$ cat config.mk
export PLATFORM = sky130hd
export DESIGN_NAME = fetch_stage_flat
export DESIGN_NICKNAME = d
export VERILOG_FILES = /design/src/rtl/cpu_pkg.sv /design/src/rtl/fetch_stage_if.sv /design/src/rtl/if_id_reg.sv /design/src/rtl/fetch_stage.sv /design/src/flat_wrapper.sv
export SDC_FILE = /design/constraint.sdc
export NUM_CORES = 1
export LEC_CHECK = 0
export CORE_MARGIN = 5
export CORE_UTILIZATION = 40
export DETAILED_ROUTE_END_ITERATION = 8
export PLACE_DENSITY = 0.72
export SLEW_MARGIN = 20
export SYNTH_ARGS = -nofsm -noshare
export SYNTH_HDL_FRONTEND = slang
export SYNTH_SLANG_ARGS = --single-unit
$ cat constraint.sdc
create_clock -name clk -period 3.2 [get_ports clk]
set_clock_uncertainty 0.1 [all_clocks]
set_input_delay 0.32 -clock clk [delete_from_list [all_inputs] [get_ports clk]]
set_output_delay 0.32 -clock clk [all_outputs]
set_load 0.02 [all_outputs]
$ cat src/rtl/cpu_pkg.sv
// Shared CPU definitions used by the fetch stage, its IF/ID latch and its bus interface.
//   NOP_INSTR        : instruction injected into IF/ID on reset and flush (ARM MOV r0,r0 class)
//   ADDR_W_DEF       : default PC / address width
//   INSTR_W_DEF      : default instruction width
//   PC_STEP_DEF      : default byte increment per sequential fetch
//   fetch_op_e       : action the fetch stage takes on a clock edge
//   fetch_op()       : resolves rst/branch_taken/freeze into a single fetch_op_e by priority
package cpu_pkg;

    localparam int unsigned ADDR_W_DEF  = 32;
    localparam int unsigned INSTR_W_DEF = 32;
    localparam int unsigned PC_STEP_DEF = 4;

    localparam logic [31:0] NOP_INSTR = 32'hE000_0000;

    typedef enum logic [1:0] {
        OpReset,
        OpRedirect,
        OpHold,
        OpAdvance
    } fetch_op_e;

    // Redirect beats stall: a taken branch must never be lost behind a freeze.
    function automatic fetch_op_e fetch_op(input logic rst, input logic branch_taken,
                                           input logic freeze);
        if (rst) begin
            return OpReset;
        end else if (branch_taken) begin
            return OpRedirect;
        end else if (freeze) begin
            return OpHold;
        end
        return OpAdvance;
    endfunction

endpackage

$ cat src/rtl/fetch_stage_if.sv
// Bus between the fetch stage and its neighbours (hazard unit, EX, instruction memory, decode).
//   freeze, branch_taken, branch_addr : control into fetch
//   imem_addr / imem_data             : combinational instruction-memory read
//   id_pc, id_instr, id_valid         : IF/ID latch contents read by decode
// Modports: master = fetch stage side, slave = surrounding pipeline side.
interface fetch_stage_if
    import cpu_pkg::*;
#(
    parameter int unsigned ADDR_W  = ADDR_W_DEF,
    parameter int unsigned INSTR_W = INSTR_W_DEF
) ();

    logic               freeze;
    logic               branch_taken;
    logic [ADDR_W-1:0]  branch_addr;
    logic [ADDR_W-1:0]  imem_addr;
    logic [INSTR_W-1:0] imem_data;
    logic [ADDR_W-1:0]  id_pc;
    logic [INSTR_W-1:0] id_instr;
    logic               id_valid;

    modport master (
        input  freeze, branch_taken, branch_addr, imem_data,
        output imem_addr, id_pc, id_instr, id_valid
    );

    modport slave (
        output freeze, branch_taken, branch_addr, imem_data,
        input  imem_addr, id_pc, id_instr, id_valid
    );

endinterface

$ cat src/rtl/if_id_reg.sv
// IF/ID pipeline latch.
//   clk, rst        : clock, synchronous active-high reset
//   flush           : taken branch; inserts a bubble (beats freeze)
//   freeze          : hold current contents
//   d_pc, d_instr   : pc+step and instruction of the word being fetched
//   id_pc, id_instr, id_valid : registered outputs to decode
module if_id_reg
    import cpu_pkg::*;
#(
    parameter int unsigned ADDR_W  = ADDR_W_DEF,
    parameter int unsigned INSTR_W = INSTR_W_DEF
) (
    input  logic               clk,
    input  logic               rst,
    input  logic               flush,
    input  logic               freeze,
    input  logic [ADDR_W-1:0]  d_pc,
    input  logic [INSTR_W-1:0] d_instr,
    output logic [ADDR_W-1:0]  id_pc,
    output logic [INSTR_W-1:0] id_instr,
    output logic               id_valid
);

    always_ff @(posedge clk) begin
        if (rst || flush) begin
            id_pc    <= '0;
            id_instr <= INSTR_W'(NOP_INSTR);
            id_valid <= 1'b0;
        end else if (!freeze) begin
            id_pc    <= d_pc;
            id_instr <= d_instr;
            id_valid <= 1'b1;
        end
    end

endmodule

$ cat src/rtl/fetch_stage.sv
// Instruction-fetch stage: owns the PC, drives the instruction-memory address combinationally
// and registers {pc+PC_STEP, instruction, valid} into the IF/ID latch.
//   clk, rst : clock, synchronous active-high reset
//   bus      : fetch_stage_if.master (freeze/redirect in, imem read, IF/ID out)
//   stall_cnt, flush_cnt : saturating event counters, present only when PERF_CNT_EN is defined
// Optional feature macro: PERF_CNT_EN.
module fetch_stage
    import cpu_pkg::*;
#(
    parameter int unsigned       ADDR_W   = ADDR_W_DEF,
    parameter int unsigned       INSTR_W  = INSTR_W_DEF,
    parameter int unsigned       PC_STEP  = PC_STEP_DEF,
    parameter logic [ADDR_W-1:0] RESET_PC = '0
) (
    input  logic                 clk,
    input  logic                 rst,
`ifdef PERF_CNT_EN
    output logic [31:0]          stall_cnt,
    output logic [31:0]          flush_cnt,
`endif
    fetch_stage_if.master        bus
);

    logic [ADDR_W-1:0] pc_q;
    logic [ADDR_W-1:0] pc_d;
    logic [ADDR_W-1:0] pc_seq;
    fetch_op_e         op;

    // Sequential increment wraps modulo 2^ADDR_W by truncation.
    always_comb begin
        pc_seq = pc_q + ADDR_W'(PC_STEP);
        op     = fetch_op(rst, bus.branch_taken, bus.freeze);
        pc_d   = pc_q;
        unique case (op)
            OpReset:    pc_d = RESET_PC;
            OpRedirect: pc_d = bus.branch_addr;
            OpHold:     pc_d = pc_q;
            OpAdvance:  pc_d = pc_seq;
        endcase
    end

    always_ff @(posedge clk) begin
        if (rst) begin
            pc_q <= RESET_PC;
        end else begin
            pc_q <= pc_d;
        end
    end

    assign bus.imem_addr = pc_q;

    if_id_reg #(
        .ADDR_W  (ADDR_W),
        .INSTR_W (INSTR_W)
    ) u_if_id_reg (
        .clk      (clk),
        .rst      (rst),
        .flush    (bus.branch_taken),
        .freeze   (bus.freeze),
        .d_pc     (pc_seq),
        .d_instr  (bus.imem_data),
        .id_pc    (bus.id_pc),
        .id_instr (bus.id_instr),
        .id_valid (bus.id_valid)
    );

`ifdef PERF_CNT_EN
    logic [31:0] stall_cnt_q;
    logic [31:0] flush_cnt_q;

    // A freeze that coincides with a redirect is counted as a flush only.
    always_ff @(posedge clk) begin
        if (rst) begin
            stall_cnt_q <= '0;
            flush_cnt_q <= '0;
        end else begin
            if (bus.freeze && !bus.branch_taken && (stall_cnt_q != '1)) begin
                stall_cnt_q <= stall_cnt_q + 32'd1;
            end
            if (bus.branch_taken && (flush_cnt_q != '1)) begin
                flush_cnt_q <= flush_cnt_q + 32'd1;
            end
        end
    end

    assign stall_cnt = stall_cnt_q;
    assign flush_cnt = flush_cnt_q;
`endif

endmodule

$ cat src/flat_wrapper.sv
// flat-port wrapper written by rule: the top's interface ports become plain ports
module fetch_stage_flat import cpu_pkg::*;
#(
    parameter int unsigned       ADDR_W   = ADDR_W_DEF,
    parameter int unsigned       INSTR_W  = INSTR_W_DEF,
    parameter int unsigned       PC_STEP  = PC_STEP_DEF,
    parameter logic [ADDR_W-1:0] RESET_PC = '0
)
  (clk, rst, bus_freeze, bus_branch_taken, bus_branch_addr, bus_imem_data, bus_imem_addr, bus_id_pc, bus_id_instr, bus_id_valid);
  fetch_stage_if #(.ADDR_W(ADDR_W), .INSTR_W(INSTR_W)) bus_i ();
  input  logic clk;
  input  logic rst;
  input wire logic [$bits(bus_i.freeze)-1:0] bus_freeze;
  input wire logic [$bits(bus_i.branch_taken)-1:0] bus_branch_taken;
  input wire logic [$bits(bus_i.branch_addr)-1:0] bus_branch_addr;
  input wire logic [$bits(bus_i.imem_data)-1:0] bus_imem_data;
  output wire logic [$bits(bus_i.imem_addr)-1:0] bus_imem_addr;
  output wire logic [$bits(bus_i.id_pc)-1:0] bus_id_pc;
  output wire logic [$bits(bus_i.id_instr)-1:0] bus_id_instr;
  output wire logic [$bits(bus_i.id_valid)-1:0] bus_id_valid;
  assign bus_i.freeze = bus_freeze;
  assign bus_i.branch_taken = bus_branch_taken;
  assign bus_i.branch_addr = bus_branch_addr;
  assign bus_i.imem_data = bus_imem_data;
  assign bus_imem_addr = bus_i.imem_addr;
  assign bus_id_pc = bus_i.id_pc;
  assign bus_id_instr = bus_i.id_instr;
  assign bus_id_valid = bus_i.id_valid;
  fetch_stage #(.ADDR_W(ADDR_W), .INSTR_W(INSTR_W), .PC_STEP(PC_STEP), .RESET_PC(RESET_PC)) u_core (.clk(clk), .rst(rst), .bus(bus_i));
endmodule
==> results.toml <==
[grt]
grt.met3_usage_pct = 3.97
wire_length_of_the_first_global_routing_pass_um = 20800
grt_antenna_before_repair = 0
grt.overflow.total = 0
grt_use_total_pct = 19.6
layer_with_the_highest_usage_after_global_routing = "met2"
groute.layer.met2.usage_pct = 32.3
globalRouteMet1Util_pct = 25.6
grt_start_max_net_pins = 42
grt_pass1_vias = 4124

[pwr]
vdd_ir_drop_max_mv = 0.195
leakage_uw = 0.00243
powerDensity_nw_per_um2 = 423
report.power.total_uw = 2700

[sta]
relative_max_transition_margin_pct = 47.4
max_clock_freq_mhz = 432
fin_crit_sh_pct = 72.4
worstMarginPinSlew_ns = 0.789
setup_viol_count_final = 0
timing.final.hold_violations = 0
report.final.slew_viol_count = 0
post-route-min-period_ns = 2.32
setup_repair_after_global_routing_missed_its_margin = "false"
timing.setup.tns_ns = 0

[drt]
drt-initial-drc-count = 290
drcViolationCount = 0
drt_pre_antenna_iters = 4
route.antenna.remaining_nets = 0
post_drt_via_cell_ratio = 5.09
wl_per_cell_um = 16.6
drt-total-wl_um = 13400
dr_total_vias = 4090

[setup_path]
crit_start = "u_core.bus.imem_addr[2]$_SDFFE_PP0P_"
worstRegToRegCells = 6
crit_type = "flip-flop to flip-flop"
launching_point_of_the_worst_reg2reg_path = "u_core.bus.imem_addr[2]$_SDFFE_PP0P_"
regToRegSetupSlack_ns = 0.88
worst_ep_required_time_ns = 3.34
path_max_fanout = 7
worstSetupStartpointType = "flip-flop"
worst-endpoint-arrival_ns = 2.46
crit_end = "u_core.bus.imem_addr[30]$_SDFFE_PP0P_"
setup.worst_path.end_class = "flip-flop"
worst_r2r_endpoint = "u_core.bus.imem_addr[30]$_SDFFE_PP0P_"

[placed_design]
placed_instance_count = 789
io_buffer_count = 164
dp_hpwl_um = 10000
gpl.final_weighted_congestion = 0.883

[clock_tree]
max_clock_buf_depth = 2
cts_num_sinks = 97
worst_skew_pair.late_latency_ns = 0.36
cts_max_level = 3
postCtsSetupBuffers = 0
postCtsResizedCells = 0
clkSlewWorstSetupHoldPaths_ns = 0.09
cts-root-buf = "sky130_fd_sc_hd__clkbuf_8"
cts_hold_buf = 0
tritoncts.num_buffers = 9
cts_tree = "yes"

[synth]
synth_seq_cells = 97
ys.warnings.count = 0
synth_area_per_cell_um2 = 8.62
synth_fp_nets = 588
synth_cells = 519
synth_cell_types = 41
mappedNetlistArea_um2 = 4470
synth.yosys.seq_area_share_pct = 43.4

[floorplan]
die_area_um2 = 13400
io_pins = 165
fp.dieH_um = 116
number_of_placement_rows = 38
die_w_um = 116
initial_core_util_pct = 41.1
placeableCoreArea_um2 = 10900

[hold_path]
min-delay-start = "u_core.u_if_id_reg.id_pc[4]$_SDFFE_PP0N_"
hp-class = "flip-flop to flip-flop"

[layout]
syn2layout_area_growth_pct = 42.7
antennaDiodeCount = 0
final_cell_count_no_fill = 804
layout_common_cells = "sky130_fd_sc_hd__clkdlybuf4s50_1, sky130_fd_sc_hd__dfxtp_1, sky130_fd_sc_hd__nor2_1"
final_layout_size_suffix_gt1_share_pct = 4.97
final_nets = 729
layout_commonest_cell = "sky130_fd_sc_hd__clkdlybuf4s50_1"

[outcome]
outcome = "complete, no violations"

[job]
maxCapViolations = 0
## worst max-delay path: stages, from the launching register on
cell	delay [ns]
sky130_fd_sc_hd__dfxtp_1	0.45
sky130_fd_sc_hd__ha_1	0.29
sky130_fd_sc_hd__and4_1	0.31
sky130_fd_sc_hd__nand4_1	0.35
sky130_fd_sc_hd__nor4_1	0.42
sky130_fd_sc_hd__xnor2_1	0.20
sky130_fd_sc_hd__o22ai_1	0.09
## final cells by class
| class | instances | area [um^2] |
|---|---|---|
| inverters | 17 | 63.8 |
| clock inverters | 2 | 60.1 |
| repair buffers | 170 | 1680 |
| flip-flops and latches | 97 | 1940 |
| multi-input cells | 365 | 2300 |
| fillers | 995 | 4500 |
| clock buffers | 13 | 169 |
| well taps | 140 | 175 |
## worst min-delay path by stage
stage	endpoint	slack (ns)	cells after the start
after global routing	u_core.u_if_id_reg.id_pc[10]$_SDFFE_PP0N_	0.39	2
after detailed placement	u_core.u_if_id_reg.id_valid$_SDFFE_PP0N_	0.35	1
after floorplan	u_core.u_if_id_reg.id_instr[29]$_SDFFE_PP1N_	0.35	2
after global placement	u_core.u_if_id_reg.id_valid$_SDFFE_PP0N_	0.34	1
after CTS	u_core.u_if_id_reg.id_valid$_SDFFE_PP0N_	0.37	1
final	u_core.u_if_id_reg.id_pc[4]$_SDFFE_PP0N_	0.36	2
## synthesized netlist by cell type
library cell / n / area share [%]
sky130_fd_sc_hd__or2_2: 3 / 0.42
sky130_fd_sc_hd__buf_1: 4 / 0.34
sky130_fd_sc_hd__a31o_2: 1 / 0.20
sky130_fd_sc_hd__dfxtp_1: 97 / 43
sky130_fd_sc_hd__xnor2_1: 23 / 4.5
sky130_fd_sc_hd__o21a_1: 16 / 2.7
sky130_fd_sc_hd__nor3b_1: 1 / 0.17
sky130_fd_sc_hd__nand3_1: 9 / 1.0
sky130_fd_sc_hd__and4_1: 4 / 0.78
sky130_fd_sc_hd__or4b_1: 1 / 0.22
sky130_fd_sc_hd__a211oi_1: 3 / 0.50
sky130_fd_sc_hd__nor2b_1: 3 / 0.42
sky130_fd_sc_hd__and4b_1: 1 / 0.22
sky130_fd_sc_hd__and2_1: 5 / 0.70
sky130_fd_sc_hd__nand2_1: 32 / 2.7
sky130_fd_sc_hd__buf_2: 7 / 0.78
sky130_fd_sc_hd__a31oi_1: 1 / 0.14
sky130_fd_sc_hd__nand3_4: 2 / 0.78
sky130_fd_sc_hd__nor4_2: 1 / 0.28
sky130_fd_sc_hd__nand4_1: 17 / 2.4
sky130_fd_sc_hd__o31a_1: 2 / 0.39
sky130_fd_sc_hd__and3_1: 4 / 0.56
sky130_fd_sc_hd__xor2_1: 24 / 4.7
sky130_fd_sc_hd__o22ai_1: 3 / 0.42
sky130_fd_sc_hd__and3_2: 1 / 0.17
sky130_fd_sc_hd__inv_2: 1 / 0.084
sky130_fd_sc_hd__buf_4: 2 / 0.34
sky130_fd_sc_hd__nor4_4: 1 / 0.48
sky130_fd_sc_hd__nor2_1: 70 / 5.9
sky130_fd_sc_hd__clkbuf_2: 3 / 0.34
sky130_fd_sc_hd__nor4_1: 5 / 0.70
sky130_fd_sc_hd__ha_1: 1 / 0.28
sky130_fd_sc_hd__inv_1: 16 / 1.3
sky130_fd_sc_hd__a21oi_1: 49 / 5.5
sky130_fd_sc_hd__nor3_1: 12 / 1.3
sky130_fd_sc_hd__clkbuf_1: 24 / 2.0
sky130_fd_sc_hd__o21ai_0: 23 / 2.6
sky130_fd_sc_hd__or3_1: 1 / 0.14
sky130_fd_sc_hd__mux2i_1: 44 / 9.8
sky130_fd_sc_hd__or3b_1: 1 / 0.20
sky130_fd_sc_hd__nand2_2: 1 / 0.14
## per-stage QoR
step | instance area [um^2] | worst slack (ns) | hold slack, ns | util [%]
2_1_floorplan | 4470 | 1.01 | 0.345 | -
3_3_place_gp | 6160 | 1.03 | 0.338 | 56.5
3_5_place_dp | 6160 | 0.962 | 0.347 | 56.5
4_1_cts | 6380 | 0.926 | 0.366 | 58.6
5_1_grt | 6380 | 0.678 | 0.393 | 58.6
6_report | 6380 | 0.884 | 0.363 | 58.6
## metal layers
metal	vias up	part of all wire, %
met5	-	0
met3	14	5.5
li1	2053	-
met2	112	49
met4	0	1.6
met1	1911	44
## report_power, final
group | switching, uW | internal, uW | total, uW
registers | 67.7 | 1260 | 1330
clock network | 408 | 501 | 909
logic | 222 | 241 | 463
## sequential cells by signal, indices dropped and copies added, names as in the netlist
register	count
u_core.bus.imem_addr	32
u_core.u_if_id_reg.id_pc	32
u_core.u_if_id_reg.id_instr	32
u_core.u_if_id_reg.id_valid	1
## logic make-up after synthesis
kind of cell               synth area share [%]
AOI/OAI and AO/OA                          12.4
xor gates and xnor gates                   9.20
adders and majority gates                 0.280
buffers and inverters                      5.23
DFF                                        43.4
muxes                                      9.84
and+or+nand+nor                            19.7
Note: power is estimated with default switching activity, not from simulation.
==> RTL change, RTL diff (config.mk and constraints unchanged) <==
`ADDR_W_DEF`: 32 -> 24.
--- a/src/rtl/cpu_pkg.sv
+++ b/src/rtl/cpu_pkg.sv
@@ -9,3 +9,3 @@
 
-    localparam int unsigned ADDR_W_DEF  = 32;
+    localparam int unsigned ADDR_W_DEF  = 24;
     localparam int unsigned INSTR_W_DEF = 32;
Interface: changed (resized bus_branch_addr, bus_id_pc and bus_imem_addr); port bits go from 165 to 141. No check against the original RTL was run, so the function may have changed too.
==> RTL change against the original RTL <==
Worst setup slack got worse by 0.34 ns; total power fell by 11%; wire length fell by 23%; sequential share of layout area rose by 0.074 points; sequential cell count fell by 16; cell count fell by 19%; non-clock buffer count fell by 19; cell area fell by 17%; synthesized area fell by 19%.
==> RTL change: results <==
placed_design:
  gp_congestion: 0.8402
  placed_cell_area_sq_mm: 0.005075
  portBuffers: 140
  hpwl_um: 7594
global_routing:
  grt_util_met2_pct: 28.83
  grt_pass1_vias: 3219
  use_met1_pct: 21.09
  track_usage_pct: 17.89
  grt_max_degree: 37
  grt_pass1_wl_um: 16170
  use_met3_pct: 7.946
power_and_ir_drop:
  max-vdd-ir-drop_v: 0.0002730
  leakage_nw: 1.928
cells_and_area:
  largest_reg_flops: 32
  antenna_cells: 0
  final_layout_size_suffix_gt1_share_pct: 5.730
  top_register: "u_core.u_if_id_reg.id_instr"
  nNetsFinal: 597
synthesis:
  yosysWarnings: 0
  ys_types: 43
  syn_nets: 475
  synthTopCellsByCount: "dfxtp_1, nor2_1, mux2i_1"
  seq_area_frac_synth_pct: 44.63
  synth_area_leaders: "dfxtp_1, mux2i_1, nor2_1"
  yosys.area_share.adder_pct: 0.3444
  synthMuxAreaShare_pct: 10.19
  async_flop_share_pct: 0
  synth_compound_area_share_pct: 13.36
  synth-xor-area-share_pct: 6.267
setup_path:
  ff2ff_path_depth: 6
  cp_top_family: "simple AND/OR/NAND/NOR gates"
  slowest_delay_ns: 0.63
  worstPathMaxFanout: 13
  critPathSlowestCell: "or4_1"
routing:
  wl_met1_um: 4245
  dr_wl_met3_um: 1038
  wl_met2_um: 4829
  drtIter0Drc: 112
  wl_per_cell_um: 15.76
  viasPerCell: 5.253
  drc: 0
worst_hold_path:
  hold_depth: 3
  hold_path_class: "input port to register"
clock_network:
  root_buffer: "clkbuf_8"
  clockBufferDepth: 2
  cts_max_level: 3
  insertion_delay_ns: 0.34
  clkSlewWorstSetupHoldPaths_ns: 0.08
  postCtsSetupBuffers: 0
sta:
  slew_headroom_pct: 48.99
run_status:
  status: "complete, no violations"
==> RTL change: changes by cell type after synthesis, sizes merged, moves of 8 or more <==
cell,unedited run,this run
a21oi,49,23
xor2,24,3
nand2,33,16
dfxtp,97,81
o21a,16,1
a211oi,3,12
inv,17,8
nand4,17,8
or3,1,9
==> RTL change: metrics by stage <==
stage | total power, W | instances | util [%] | setup slack [ns] | hold WS [ns]
after CTS | 0.002430 | 649 | 60.40 | 0.5624 | 0.2951
after floorplan | 0.001324 | 414 | - | 0.7412 | 0.3451
after global placement | 0.001516 | 633 | 57.63 | 0.6546 | 0.3360
after detailed placement | 0.001523 | 633 | 57.63 | 0.5845 | 0.3465
after global routing | 0.002516 | 649 | 60.40 | 0.4196 | 0.3133
final | 0.002407 | 649 | 60.40 | 0.5482 | 0.3124
==> RTL change: worst paths after layout <==
| kind | endpoint | slack [ns] | start |
|---|---|---|---|
| hold / removal | u_core.bus.imem_addr[20] | 0.31 | bus_freeze |
| setup / recovery | u_core.bus.imem_addr[20] | 0.55 | u_core.bus.imem_addr[2] |
| setup reg to reg | u_core.bus.imem_addr[20] | 0.55 | u_core.bus.imem_addr[2] |
| hold reg to reg | u_core.u_if_id_reg.id_valid | 0.36 | u_core.u_if_id_reg.id_valid |
==> RTL change: where the power goes <==
group | switching, W | internal [W] | total (W)
sequential | 0.0000557 | 0.00105 | 0.00111
combinational | 0.000180 | 0.000208 | 0.000388
clock | 0.000370 | 0.000539 | 0.000909
total | 0.000606 | 0.00180 | 0.00241
==> RTL change: cell type report <==
class / count / area, sq um
multi-input cells: 285 / 1809
well taps: 108 / 135.1
flip-flops and latches: 81 / 1622
clock buffers: 11 / 141.4
repair buffers: 151 / 1479
inverters: 8 / 30.03
clock inverters: 5 / 102.6
fillers: 815 / 3487
